**src/rtl/chip8_scanout.sv**
```systemverilog
// CHIP-8 64x32 framebuffer scanout: maps video timing to VRAM byte reads, realigns
// the selected pixel with the delayed sync strobes, and swaps buffers at frame boundaries.
module chip8_scanout #(
  parameter int SCALE_LOG2 = 4,
  parameter int H_OFFSET   = 128,
  parameter int V_OFFSET   = 104
) (
  input  logic        clk_in,
  input  logic        rst_in,
  input  logic [10:0] hcount_in,
  input  logic [9:0]  vcount_in,
  input  logic        hsync_in,
  input  logic        vsync_in,
  input  logic        active_draw_in,
  input  logic        new_frame_in,
  input  logic        swap_req_in,
  output logic [7:0]  vram_addr_out,
  output logic        vram_buf_out,
  input  logic [7:0]  vram_data_in,
  output logic        pixel_out,
  output logic        hsync_out,
  output logic        vsync_out,
  output logic        active_draw_out,
  output logic        front_buf_out,
  output logic        swap_ack_out
);

  localparam logic [11:0] H_LO = 12'(H_OFFSET);
  localparam logic [11:0] H_HI = 12'(H_OFFSET + (64 << SCALE_LOG2));
  localparam logic [10:0] V_LO = 11'(V_OFFSET);
  localparam logic [10:0] V_HI = 11'(V_OFFSET + (32 << SCALE_LOG2));

  typedef enum logic {IDLE = 1'b0, PENDING = 1'b1} state_t;

  logic        in_window;
  logic [11:0] hdiff;
  logic [10:0] vdiff;
  logic [5:0]  x;
  logic [4:0]  y;
  logic        unused_diff_bits;

  // Stage 1..3 copies of in_window / x[2:0]; stage 3 lines up with vram_data_in.
  logic [2:0]      win_d;
  logic [2:0][2:0] xlo_d;
  logic [3:0][2:0] sync_d;

  state_t state, state_nxt;
  logic   do_swap;

  always_comb begin
    hdiff     = {1'b0, hcount_in} - H_LO;
    vdiff     = {1'b0, vcount_in} - V_LO;
    x         = hdiff[SCALE_LOG2 +: 6];
    y         = vdiff[SCALE_LOG2 +: 5];
    in_window = ({1'b0, hcount_in} >= H_LO) && ({1'b0, hcount_in} < H_HI) &&
                ({1'b0, vcount_in} >= V_LO) && ({1'b0, vcount_in} < V_HI);
  end

  assign unused_diff_bits = ^{hdiff, vdiff};

  always_ff @(posedge clk_in or posedge rst_in) begin
    if (rst_in) begin
      vram_addr_out <= '0;
      win_d         <= '0;
      xlo_d         <= '0;
      sync_d        <= '0;
      pixel_out     <= 1'b0;
    end else begin
      if (in_window) vram_addr_out <= {y, x[5:3]};
      win_d     <= {win_d[1:0], in_window};
      xlo_d     <= {xlo_d[1:0], x[2:0]};
      sync_d    <= {sync_d[2:0], {hsync_in, vsync_in, active_draw_in}};
      pixel_out <= win_d[2] ? vram_data_in[3'd7 - xlo_d[2]] : 1'b0;
    end
  end

  assign {hsync_out, vsync_out, active_draw_out} = sync_d[3];

  // Swap FSM: state register
  always_ff @(posedge clk_in or posedge rst_in) begin
    if (rst_in) state <= IDLE;
    else        state <= state_nxt;
  end

  // Swap FSM: next state
  always_comb begin
    state_nxt = state;
    if (do_swap)          state_nxt = IDLE;
    else if (swap_req_in) state_nxt = PENDING;
  end

  // Swap FSM: outputs (a request coinciding with new_frame swaps on that frame)
  always_comb begin
    do_swap = new_frame_in && ((state == PENDING) || swap_req_in);
  end

  always_ff @(posedge clk_in or posedge rst_in) begin
    if (rst_in) begin
      front_buf_out <= 1'b0;
      swap_ack_out  <= 1'b0;
    end else begin
      swap_ack_out <= do_swap;
      if (do_swap) front_buf_out <= ~front_buf_out;
    end
  end

  assign vram_buf_out = front_buf_out;

endmodule
```
**config.mk**
```make
export PLATFORM = sky130hd
export DESIGN_NAME = chip8_scanout
export DESIGN_NICKNAME = d
export VERILOG_FILES = /design/src/rtl/chip8_scanout.sv
export SDC_FILE = /design/constraint.sdc
export NUM_CORES = 1
export LEC_CHECK = 0
export ABC_AREA = 1
export ABC_CLOCK_PERIOD_IN_PS = 900
export CORE_ASPECT_RATIO = 0.75
export CORE_MARGIN = 1
export CORE_UTILIZATION = 29
export DETAILED_ROUTE_END_ITERATION = 10
export PLACE_DENSITY = 0.58
export SLEW_MARGIN = 10
export SYNTH_ARGS = -nofsm -noshare
export SYNTH_HDL_FRONTEND = slang
export SYNTH_SLANG_ARGS = --single-unit
```
**constraint.sdc**
```tcl
create_clock -name clk_in -period 0.9 [get_ports clk_in]
set_input_delay 0.09 -clock clk_in [delete_from_list [all_inputs] [get_ports clk_in]]
set_output_delay 0.09 -clock clk_in [all_outputs]
set_load 0.05 [all_outputs]
```
* After elaboration in Yosys (flattened, before gate mapping)
Index checks and enable logic that the tools add are counted.
Storage, ports and cells: bits in read-only memories 0, output and inout bits 15, word-level logic and storage cells 33, bits in latches 0, flip-flop bits (word level) 36, memories kept 0, input port bits 36, bits in writable memories 0
Operators by class: reductions and logical operators 6, div/mod/pow operators 0, bitwise operators 1, equality and inequality tests 0, multiply operators 0, magnitude comparators 5, mux-type cells 5, shift-type cells 0, add/sub/neg operators 3
Operators with widths (count):
- $ge A11 B8 Y1 const B | 1
- $lt A11 B11 Y1 const B | 1
- $ge A10 B7 Y1 const B | 1
- $lt A10 B10 Y1 const B | 1
- $sub A10 B8 Y10 const B | 1
- $sub A9 B7 Y9 const B | 1
- $logic_and A1 B1 Y1 | 4
- $lt A3 B4 Y1 const B | 1
- $mux W1 | 4
- $bmux W1 S3 | 1
- $sub A3 B3 Y3 const A | 1
- $reduce_bool A2 Y1 | 1
- $logic_or A1 B1 Y1 | 1
- $not A1 Y1 | 1

* Depth between registers and ports, before layout
depth after elaboration 4, depth in mapped cells 8, gate-level depth less buffers 8

* Least setup slack after synthesis
Ideal clock, no wire load.
kind register to output, start register front_buf_out, end output port vram_buf_out, stages on the path, launching flop included 2, path slack -0.110 ns, buffers on the path 1, arrival 0.920 ns, data required time 0.810 ns, cells stage by stage dfrtp_1 > buf_4
RTL lines:
- from (decl) | RTL line 24 | output logic front_buf_out,
- from (signal assigned) | RTL line 103 | if (do_swap) front_buf_out <= ~front_buf_out;
- to (decl) | RTL line 18 | output logic vram_buf_out,
No word-level cell between the ends.

* Worst setup path after layout
start register front_buf_out, end output port vram_buf_out
No word-level cell between the ends.

==> metrics.cfg <==
[cells_and_area]
fin_area_sq_um = 2446
finalNetCount = 248
instances_no_fill = 268
area_growth_syn_to_layout_pct = 71.49
num_antenna_cells = 0
layout_commonest_cell = sky130_fd_sc_hd__dfrtp_1
final_core_util_pct = 53.20
drive_above_1_share_pct = 44.55
layout.cells.most_common_list = sky130_fd_sc_hd__dfrtp_1 (34), sky130_fd_sc_hd__nand2_1 (22), sky130_fd_sc_hd__buf_12 (16)

[logic_synthesis]
synth_seq_area_share_pct = 63.16
yosys-mux-area-fraction_pct = 0.7018
synth_simple_gate_area_share_pct = 21.75
synth.lib_cells_used.distinct = 23
per_instance_average_area_after_synthesis_sq_um = 10.57
syn_nets = 173
post_synth_instance_area_sq_um = 1426
synthesis_stage_register_bit_count = 36
yosys.area_share.xor_xnor_pct = 3.070
synth_compound_gate_area_share_pct = 4.825
synth_warnings = 0
yosys.area_share.adder_pct = 1.754
synth_top_family_by_area = simple AND/OR/NAND/NOR gates
post_synth_inst_count = 135

[clock_network]
clock_transition_at_the_register_clock_pins_on_the_worst_setup_and_hold_paths_after_cts_ns = 0.07
cts.root.buffer_cell = sky130_fd_sc_hd__clkbuf_8
ctsHtreeMaxLevel = 2
ctsLongestPathBuffers = 2
tritoncts = built
cts-buffers-inserted = 5
cts_sinks = 36
insertion_delay_to_the_later_sink_of_the_worst_skew_pair_ns = 0.27

[floorplanning]
design.portCount = 51
die-area_sq_um = 5206
fp.dieH_um = 62.74
num_rows = 21
initial_util_pct = 31.02
dieWidth_um = 82.98
core_area_sq_um = 4598

[power]
p_leak_nw = 1.163
max-vdd-ir-drop_mv = 1.127
p_sw_mw = 1.502
share_comb_of_total_power_pct = 34.5
power_frac_clock_pct = 24.3
power.density_cell_area_nw_per_um2 = 1935
power.sequential.fraction_pct = 41.2
p_total_mw = 4.734
switching_share_pct = 31.73
cellInternalPower_mw = 3.232

[worst_setup_path]
critical_path_class = reg -> out
crit_fanout = 3
crit_path_max_incr_delay_ns = 0.45
crit_chain = buf_12
critical_path.n_buffers_inverters = 1
worst_endpoint_data_arrival_time_ns = 0.89
worstPathRequired_ns = 0.81
timing.critical_path.slowest_stage_cell = sky130_fd_sc_hd__dfrtp_2
worstSetupStartpointType = flip-flop
critical-path-top-delay-family = flip-flops
setup.worst_path.end_class = primary output

[global_routing]
grt_antenna_before_repair = 0
grt_start_max_net_pins = 37
globalRoute.totalOverflow = 0
first_global_vias = 1241
global_route.usage.total_pct = 12.96
grt_pass1_wl_mm = 5.416

[sta]
timing.final.crit_period_ns = 0.9782
fmax_ghz = 1.022
rsz_0062_raised_after_global_routing = true
worstMarginPinSlew_ns = 0.2669
slew_violations = 0
report.final.setup_viol = 16
final-hold-violation-count = 0
timing.max_slew.rel_slack_pct = 82.17
setup_tns_ns = -0.6253
final.period_utilization_pct = 108.7
fin_ws_ns = -0.07824
whs_ns = 0.02729
skew_ns = 0.004755

[detailed_routing]
detail_route.wl_per_cell_um = 11.45
antenna_left = 0
route.detailed.vias_per_inst = 4.347
drt-initial-drc-count = 38
firstDrtPassIters = 4
route.vias.total = 1165
routed_wl_mm = 3.068
detail_route.drc_violations = 0

[outcome]
outcome = complete, but fails checks
violations = negative setup slack

[flow_run]
maxCapViolCount = 0

[placed_design]
placedInstanceArea_sq_um = 2255
port_buffers = 47
post-place-cells = 251
routabilityCongestion = 0.7185
dp_hpwl_mm = 2.161
pre_cts_ws_ns = -0.6014

[worst_hold_path]
worst_hold_path_type = in -> reg

==> layout make-up <==
| cell class | count | area (sq um) |
|---|---|---|
| Sequential cell | 36 | 903.4 |
| Tap cell | 57 | 71.32 |
| Timing Repair Buffer | 68 | 749.5 |
| Clock buffer | 7 | 86.33 |
| Fill cell | 407 | 2152 |
| Clock inverter | 1 | 7.507 |
| Multi-Input combinational cell | 83 | 565.5 |
| Inverter | 16 | 62.56 |
==> worst register-to-register path: cells and delay by family, from the launching register on <==
family / cells / cell delay [ns]
AOI/OAI and AO/OA: 2 / 0.21
DFF: 1 / 0.44
and+or+nand+nor: 3 / 0.21
==> sequential cells by signal, indices dropped and copies added (netlist names) <==
| signal | cells |
|---|---|
| hsync_out | 1 |
| pixel_out | 1 |
| vram_addr_out | 8 |
| xlo_d | 9 |
| sync_d | 9 |
| active_draw_out | 1 |
| swap_ack_out | 1 |
| front_buf_out | 1 |
| vsync_out | 1 |
| state | 1 |
| win_d | 3 |
==> cells in the mapped netlist <==
cell	number	area share (%)
sky130_fd_sc_hd__dfrtp_1	36	63
sky130_fd_sc_hd__nand2_1	29	7.6
sky130_fd_sc_hd__nor2_1	18	4.7
sky130_fd_sc_hd__inv_1	14	3.7
sky130_fd_sc_hd__nand4_1	8	3.5
sky130_fd_sc_hd__o21ai_0	5	1.8
sky130_fd_sc_hd__xor2_1	3	1.8
sky130_fd_sc_hd__ha_1	2	1.8
sky130_fd_sc_hd__inv_2	2	0.53
sky130_fd_sc_hd__nand2_2	2	0.88
sky130_fd_sc_hd__nand3_1	2	0.70
sky130_fd_sc_hd__nor2_4	2	1.6
sky130_fd_sc_hd__xnor2_1	2	1.2
sky130_fd_sc_hd__a21oi_1	1	0.35
sky130_fd_sc_hd__a21oi_2	1	0.61
sky130_fd_sc_hd__a21oi_4	1	1.1
sky130_fd_sc_hd__and2_0	1	0.44
sky130_fd_sc_hd__buf_4	1	0.53
sky130_fd_sc_hd__mux2i_1	1	0.70
sky130_fd_sc_hd__nand2_4	1	0.79
sky130_fd_sc_hd__nand4_4	1	1.5
sky130_fd_sc_hd__o21a_1	1	0.53
sky130_fd_sc_hd__o22ai_1	1	0.44
==> final timing paths <==
check,from,to,slack (ns),cells past startpoint
max,front_buf_out$_DFFE_PP0P_,vram_buf_out,-0.08,1
min,hcount_in[6],xlo_d[2]$_DFF_PP0_,0.03,2
max reg2reg,xlo_d[6]$_DFF_PP0_,pixel_out$_DFF_PP0_,-0.06,5
min reg2reg,xlo_d[4]$_DFF_PP0_,xlo_d[7]$_DFF_PP0_,0.35,0
max in group asynchronous,rst_in,xlo_d[6]$_DFF_PP0_,0.55,3
min in group asynchronous,rst_in,state$_DFFE_PP0P_,0.14,3
==> logic make-up after synthesis <==
logic type	count (synthesis)
flip-flops	36
multiplexers	1
AO/OA/AOI/OAI	10
adder cells (fa/ha/maj)	2
AND/OR/NAND/NOR	64
buffers and inverters	17
XOR/XNOR	5
==> power groups by stage <==
stage	registers (mW)	logic, mW	clock network [mW]
floorplan	2.27	0.384	0
detailed placement	1.98	1.55	0
global placement	1.98	1.53	0
global route	1.97	1.72	1.30
CTS	1.95	1.63	1.19
finish	1.95	1.63	1.15
==> layer usage <==
layer  vias to the layer above  global-route usage [%]  share of wire [%]
li1                        583                       -                  -
met5                         -                       0                  0
met3                         2                   4.227                5.7
met4                         0                   3.233               0.33
met2                        35                   24.08                 53
met1                       545                   14.30                 41
==> repair_timing <==
action | CTS | global route
pin swaps | 25 | 20
setup buffers | 4 | 2
gates cloned | 1 | 0
resized for setup | 66 | 24
endpoints found under the hold margin | 0 | 2
setup endpoints to repair | 25 | 25
hold buffers | 0 | 2
Note: power is estimated with default switching activity, not from simulation.
